**config.mk**
```make
export PLATFORM = sky130hd
export DESIGN_NAME = shift_sequencer_flat
export DESIGN_NICKNAME = d
export VERILOG_FILES = /design/src/rtl/shift_sequencer_if.sv /design/src/rtl/shift_sequencer.sv /design/src/flat_wrapper.sv
export SDC_FILE = /design/constraint.sdc
export NUM_CORES = 1
export LEC_CHECK = 0
export CORE_MARGIN = 2
export CORE_UTILIZATION = 50
export CTS_BUF_LIST = sky130_fd_sc_hd__clkbuf_8
export DETAILED_ROUTE_END_ITERATION = 8
export HOLD_SLACK_MARGIN = 0.02
export PLACE_DENSITY_LB_ADDON = 0.25
export SETUP_SLACK_MARGIN = 0.1
export SLEW_MARGIN = 5
export SYNTH_ARGS = -nofsm -noshare
export SYNTH_HDL_FRONTEND = slang
export SYNTH_SLANG_ARGS = --single-unit
```
**constraint.sdc**
```tcl
create_clock -name clk -period 6.3 [get_ports clk]
set_input_delay 1.575 -clock clk [delete_from_list [all_inputs] [get_ports clk]]
set_output_delay 1.575 -clock clk [all_outputs]
set_load 0.02 [all_outputs]
```
**src/rtl/shift_sequencer_if.sv**
```systemverilog
// Command, shifter-loop and result signals of the shift sequencer.
// slave = sequencer view, master = surrounding logic / bench view.
// in_* and out_* are valid/ready pairs; sh_* is the combinational shifter loop.
interface shift_sequencer_if #(
    parameter int AMT_W = 5
);
    logic             in_valid;
    logic             in_ready;
    logic [7:0]       in_data;
    logic [AMT_W-1:0] in_amt;
    logic             in_lr;
    logic             in_al;
    logic [7:0]       sh_din;
    logic [2:0]       sh_shamt;
    logic             sh_lr;
    logic             sh_al;
    logic [7:0]       sh_dout;
    logic             out_valid;
    logic             out_ready;
    logic [7:0]       out_data;
    logic             busy;

    modport slave (
        input  in_valid, in_data, in_amt, in_lr, in_al, sh_dout, out_ready,
        output in_ready, sh_din, sh_shamt, sh_lr, sh_al, out_valid, out_data, busy
    );

    modport master (
        output in_valid, in_data, in_amt, in_lr, in_al, sh_dout, out_ready,
        input  in_ready, sh_din, sh_shamt, sh_lr, sh_al, out_valid, out_data, busy
    );
endinterface

```
**src/rtl/shift_sequencer.sv**
```systemverilog
// Splits a wide shift into <=STEP_MAX steps through an external 8-bit barrel shifter.
// Latency: ceil(amt/STEP_MAX)+1 edges from accept to out_valid (1 edge for amt=0).
// Backpressure: result held in DONE until out_ready; no new command accepted meanwhile.
module shift_sequencer #(
    parameter int AMT_W    = 5,   // must be >= 3
    parameter int STEP_MAX = 7    // must be <= 7
) (
    input  logic               clk,
    input  logic               rst,
    shift_sequencer_if.slave   bus
);

    typedef enum logic [1:0] {
        S_IDLE = 2'd0,
        S_RUN  = 2'd1,
        S_DONE = 2'd2
    } state_t;

    localparam logic [AMT_W-1:0] LP_STEP_MAX = AMT_W'(STEP_MAX);

    state_t           r_state;
    state_t           w_state_nxt;
    logic [7:0]       r_acc;
    logic [7:0]       r_out;
    logic [AMT_W-1:0] r_rem;
    logic             r_lr;
    logic             r_al;

    logic [2:0]       w_step;
    logic [AMT_W-1:0] w_rem_nxt;
    logic             w_last;
    logic             w_accept;

    // Current step is the remaining amount clamped to STEP_MAX; w_last marks the final step.
    always_comb begin
        w_step    = (r_rem > LP_STEP_MAX) ? 3'(STEP_MAX) : r_rem[2:0];
        w_rem_nxt = r_rem - AMT_W'(w_step);
        w_last    = (w_rem_nxt == '0);
        w_accept  = (r_state == S_IDLE) && bus.in_valid;
    end

    // State register; reset wins over any state.
    always_ff @(posedge clk) begin
        if (rst) begin
            r_state <= S_IDLE;
        end else begin
            r_state <= w_state_nxt;
        end
    end

    // Next-state and handshake/shifter-control outputs.
    always_comb begin
        w_state_nxt   = r_state;
        bus.in_ready  = 1'b0;
        bus.out_valid = 1'b0;
        bus.busy      = 1'b0;
        bus.sh_shamt  = 3'd0;
        case (r_state)
            S_IDLE: begin
                bus.in_ready = 1'b1;
                if (bus.in_valid) begin
                    w_state_nxt = (bus.in_amt != '0) ? S_RUN : S_DONE;
                end
            end
            S_RUN: begin
                bus.busy     = 1'b1;
                bus.sh_shamt = w_step;
                if (w_last) begin
                    w_state_nxt = S_DONE;
                end
            end
            S_DONE: begin
                bus.busy      = 1'b1;
                bus.out_valid = 1'b1;
                if (bus.out_ready) begin
                    w_state_nxt = S_IDLE;
                end
            end
            default: begin
                w_state_nxt = S_IDLE;
            end
        endcase
    end

    // Datapath: latch the command on accept, fold each shifter result back into acc.
    always_ff @(posedge clk) begin
        if (rst) begin
            r_acc <= 8'h00;
            r_rem <= '0;
            r_lr  <= 1'b0;
            r_al  <= 1'b0;
            r_out <= 8'h00;
        end else if (w_accept) begin
            r_acc <= bus.in_data;
            r_rem <= bus.in_amt;
            r_lr  <= bus.in_lr;
            r_al  <= bus.in_al;
            // A zero-length shift bypasses the shifter entirely.
            if (bus.in_amt == '0) begin
                r_out <= bus.in_data;
            end
        end else if (r_state == S_RUN) begin
            r_acc <= bus.sh_dout;
            r_rem <= w_rem_nxt;
            if (w_last) begin
                r_out <= bus.sh_dout;
            end
        end
    end

    assign bus.sh_din   = r_acc;
    assign bus.sh_lr    = r_lr;
    assign bus.sh_al    = r_al;
    assign bus.out_data = r_out;

endmodule

```
**src/flat_wrapper.sv**
```systemverilog
// flat-port wrapper written by rule: the top's interface ports become plain ports
module shift_sequencer_flat 
#(
    parameter int AMT_W    = 5,                  
    parameter int STEP_MAX = 7                   
)
  (clk, rst, bus_in_valid, bus_in_data, bus_in_amt, bus_in_lr, bus_in_al, bus_sh_dout, bus_out_ready, bus_in_ready, bus_sh_din, bus_sh_shamt, bus_sh_lr, bus_sh_al, bus_out_valid, bus_out_data, bus_busy);
  shift_sequencer_if #(.AMT_W(AMT_W)) bus_i ();
  input  logic clk;
  input  logic rst;
  input wire logic [$bits(bus_i.in_valid)-1:0] bus_in_valid;
  input wire logic [$bits(bus_i.in_data)-1:0] bus_in_data;
  input wire logic [$bits(bus_i.in_amt)-1:0] bus_in_amt;
  input wire logic [$bits(bus_i.in_lr)-1:0] bus_in_lr;
  input wire logic [$bits(bus_i.in_al)-1:0] bus_in_al;
  input wire logic [$bits(bus_i.sh_dout)-1:0] bus_sh_dout;
  input wire logic [$bits(bus_i.out_ready)-1:0] bus_out_ready;
  output wire logic [$bits(bus_i.in_ready)-1:0] bus_in_ready;
  output wire logic [$bits(bus_i.sh_din)-1:0] bus_sh_din;
  output wire logic [$bits(bus_i.sh_shamt)-1:0] bus_sh_shamt;
  output wire logic [$bits(bus_i.sh_lr)-1:0] bus_sh_lr;
  output wire logic [$bits(bus_i.sh_al)-1:0] bus_sh_al;
  output wire logic [$bits(bus_i.out_valid)-1:0] bus_out_valid;
  output wire logic [$bits(bus_i.out_data)-1:0] bus_out_data;
  output wire logic [$bits(bus_i.busy)-1:0] bus_busy;
  assign bus_i.in_valid = bus_in_valid;
  assign bus_i.in_data = bus_in_data;
  assign bus_i.in_amt = bus_in_amt;
  assign bus_i.in_lr = bus_in_lr;
  assign bus_i.in_al = bus_in_al;
  assign bus_i.sh_dout = bus_sh_dout;
  assign bus_i.out_ready = bus_out_ready;
  assign bus_in_ready = bus_i.in_ready;
  assign bus_sh_din = bus_i.sh_din;
  assign bus_sh_shamt = bus_i.sh_shamt;
  assign bus_sh_lr = bus_i.sh_lr;
  assign bus_sh_al = bus_i.sh_al;
  assign bus_out_valid = bus_i.out_valid;
  assign bus_out_data = bus_i.out_data;
  assign bus_busy = bus_i.busy;
  shift_sequencer #(.AMT_W(AMT_W), .STEP_MAX(STEP_MAX)) u_core (.clk(clk), .rst(rst), .bus(bus_i));
endmodule
```
Word-level counts from Yosys, hierarchy flattened
Cells that the tools add are included.
{ "totals": {"ff_bits": 25, "inputBits": 27, "out_inout_bits": 24, "word_cells": 42} }
{ "op_classes": {"eq_ne": 6, "mux": 18, "addsub": 1, "n_reduce_logical": 10, "magnitude_cmp": 1} }
{ "ops": {"columns": ["op", "count"], "rows": [
  ["$mux 8", 6],
  ["$logic_not 5->1", 2],
  ["$mux 5", 2],
  ["$mux 2", 4],
  ["$mux 3", 2],
  ["$ne 2x2->1 const B", 3],
  ["$pmux 2 s3", 1],
  ["$reduce_and 3->1", 2],
  ["$gt 5x3->1 const B", 1],
  ["$reduce_bool 5->1", 1],
  ["$sub 5x3->5", 1],
  ["$reduce_bool 2->1", 2],
  ["$mux 1", 3],
  ["$eq 2x1->1 const B", 1],
  ["$eq 2x2->1 const B", 1],
  ["$logic_not 2->1", 1],
  ["$ne 2x1->1 const B", 1],
  ["$reduce_or 2->1", 1],
  ["$logic_and 1x1->1", 1]
]} }

Longest topological paths before layout
{ "logic_depth": {"depth_word": 7, "depth_mapped": 8, "ltp_nobuf": 7} }

Worst setup path before layout
No wires, ideal clock.
{ "synth_timing": {"kind": "register to output", "from": "reg u_core.r_state[1]", "to": "out bus_sh_shamt[2]", "arrival_ps": 1586, "path_slack_ps": 3139, "path_stages_with_launch": 6, "path_buffers": 2, "required_time_ps": 4725, "cell_sequence": "dfxtp_1 inv_1 ha_1 buf_2 buf_2 a21boi_0"} }
{ "synth_via": {"elab_chain_len": 2} }
{ "synth_lines": {"columns": ["element", "line", "rtl"], "rows": [
  ["from (decl)", "shift_sequencer.sv:21", "state_t r_state;"],
  ["from (signal assigned)", "shift_sequencer.sv:47", "r_state <= w_state_nxt;"],
  ["$eq 2x1->1", "shift_sequencer.sv:58", "case (r_state)"],
  ["$mux 3", "shift_sequencer.sv:58", null],
  ["to (decl)", "flat_wrapper.sv:20", "output wire logic [$bits(bus_i.sh_shamt)-1:0] bus_sh_shamt;"]
]} }
Every way passes these cells.

Final worst setup path
Same ends and word-level chain as after synthesis.

==> results.toml <==
[floorplan]
die_w_um = 57.7
dieArea_um2 = 3330
ios = 51
start_util_pct = 52.4
core_area_um2 = 2760
rows = 19
die_y_um = 57.7

[power]
power_density_nw_per_um2 = 392
power_leakage_nw = 0.759
ir_drop_v = 0.000392

[yosys]
async_flop_share_pct = 0
syn_area_um2 = 1440
synth_fp_nets = 202
syn_inst = 170
synth_cell_type_count = 37
synth_edf_count = 0
avgSynthCellArea_um2 = 8.49
yosys_warnings = 0
yosysSeqAreaShare_pct = 34.7
yosys_most_used_dff = "dfxtp_1"
synth-seq-cells = 25

[run]
max_cap_viol_count = 0

[critical_path]
r2r_slack_ns = 3.87
slowest_stage = "ha_1"
worstPathMaxFanout = 22
path_buf_inv = 2
slowest_delay_ns = 0.79
path_cells = "inv_1 > ha_1 > a21boi_0 > clkdlybuf4s50_1"
critPathLaunchType = "flip-flop"
critical_path_cell_count = 4
critPathRequiredTime_ns = 4.72
cp.arrival_ns = 2.37
end_kind = "output pin"
cp_top_family = "adder cells"
crit_type = "reg -> out"
r2r_cells = 6

[cts]
clock_sinks = 25
cts.clk_slew.worst_paths_ns = 0.09
cts_hold_buffers = 0
clock_path_buffers = 2
h-tree-depth = 1
root_buffer = "clkbuf_8"
numCtsBuffers = 3
cts_resized = 0
clk-insertion-delay-late_ns = 0.27
cts_tree = "built"
cts_setup_buffers = 0

[final_layout]
mostFrequentLayoutCells = "50 x clkdlybuf4s50_1, 32 x nand2_1, 25 x dfxtp_1, 17 x a21oi_1, 13 x mux2_2"
fin_nets = 247
fillCellCount = 225
final_common_cell = "clkdlybuf4s50_1"
area_growth_pct = 37.1
layout-drive-gt1-share_pct = 10.3
diodes = 0

[route]
drcViolationCount = 0
wl_per_cell_um = 14.3
ant_nets = 0
first_iter_violations = 45
drt_first_pass_iters = 4
vias_per_cell = 5.43
vias = 1331
routed_wl_um = 3510

[timing]
fin_skew_ns = 0.00423
final.period_utilization_pct = 62.6
setup_viol = 0
setup_ws_ns = 2.36
relSlewSlack_pct = 37.0
finalSetupTns_ns = 0
worstMarginPinSlew_ns = 0.942
slew_viol_final = 0
rsz0062_at_grt = "false"
min_period_ns = 3.94
fmax_mhz = 254
hold_violations = 0

[grt]
grt_pass1_wl_um = 5580
grt_pass1_vias = 1317
grt.total_usage_pct = 21.6
antenna_found_initial = 0
overflow = 0
grt_max_degree = 35

[place]
gp_congestion = 0.759
preCtsSetupSlack_ns = 2.58
portBuffers = 50
dp_hpwl_um = 2560

[status]
status = "finished clean"

[hold_path]
hold_depth = 2
worstHoldPathType = "reg -> reg"
[worst paths after layout]
path / endpoint / from
worst max-delay path: bus_sh_shamt[2] / u_core.r_state[1]$_SDFFE_PP0P_
worst min-delay path: u_core.bus.sh_al$_SDFFE_PP0P_ / u_core.bus.sh_al$_SDFFE_PP0P_
worst max register to register: u_core.bus.out_data[3]$_SDFFE_PP0P_ / u_core.r_state[0]$_SDFFE_PP0P_
worst min register to register: u_core.bus.sh_al$_SDFFE_PP0P_ / u_core.bus.sh_al$_SDFFE_PP0P_
[worst reg2reg max path, cell delays in order, from the launching register on]
cell	delay, ns
dfxtp_1	0.37
inv_1	0.07
ha_1	0.27
nand2_1	0.72
nor3_2	0.14
a41oi_4	0.36
mux2_2	0.39
[metrics by stage]
stage	utilization, %	instance area, um^2	hold slack [ns]	cells	total power [W]
3_5_place_dp	70.1	1930	0.454	241	0.000683
3_3_place_gp	70.1	1930	0.448	241	0.000667
6_report	71.8	1980	0.487	245	0.000775
5_1_grt	71.8	1980	0.523	245	0.000827
2_1_floorplan	-	1440	0.469	170	0.000546
4_1_cts	71.8	1980	0.494	245	0.000779
[report_power, final]
group	internal (W)	leakage, nW	total, W	switching [W]
Combinational	0.000212	0.527	0.000448	0.000236
Clock	0.0000436	0.0269	0.0000938	0.0000502
Sequential	0.000199	0.205	0.000234	0.0000350
Total	0.000454	0.759	0.000775	0.000321
[registers in the layout, indices dropped and copies added, names as in the netlist]
signal	cells
u_core.bus.sh_al	1
u_core.r_rem	5
u_core.bus.out_data	8
u_core.bus.sh_din	8
u_core.r_state	2
u_core.bus.sh_lr	1
[layout make-up]
cell class	count	area [um^2]	share of cell area, %
clock buffer	3	41.3	2.09
clock inverter	1	3.75	0.190
inverter	5	18.8	0.948
multi-input combinational	129	868	43.9
sequential	25	500	25.3
tap	31	38.8	1.96
timing repair buffer	51	508	25.7
[routing by layer]
| metal | routed length (um) | track usage [%] | up-vias |
|---|---|---|---|
| met5 | 0 | 0 | - |
| met4 | 40 | 7.64 | 0 |
| met3 | 116 | 2.46 | 5 |
| met2 | 1870 | 42.2 | 27 |
| met1 | 1480 | 23.5 | 615 |
| li1 | - | - | 684 |
[synth_stat cells, types with 2 or more instances]
cell type	number	area [um^2]
clkbuf_1	3	11.3
mux2_2	13	146
nand2_1	32	120
buf_2	6	30.0
mux2i_1	6	60.1
a21oi_1	17	85.1
inv_1	5	18.8
a221oi_1	3	26.3
nand2b_1	4	25.0
dfxtp_1	25	500
o21a_1	2	15.0
ha_1	5	62.6
a211oi_1	7	52.6
nor2b_1	9	56.3
o21ai_0	2	10.0
nor2_1	10	37.5
[cells by family (layout without fill, tap and decap cells)]
logic type | after synthesis | after routing | synth area share (%)
AOI/OAI and AO/OA | 37 | 37 | 17.9
xor gates and xnor gates | 1 | 1 | 0.607
adders and majority gates | 5 | 5 | 4.33
buffers and inverters | 16 | 60 | 5.20
DFF | 25 | 25 | 34.7
muxes | 19 | 19 | 14.3
and+or+nand+nor | 67 | 67 | 23.0
(Power assumes the default switching activity.)
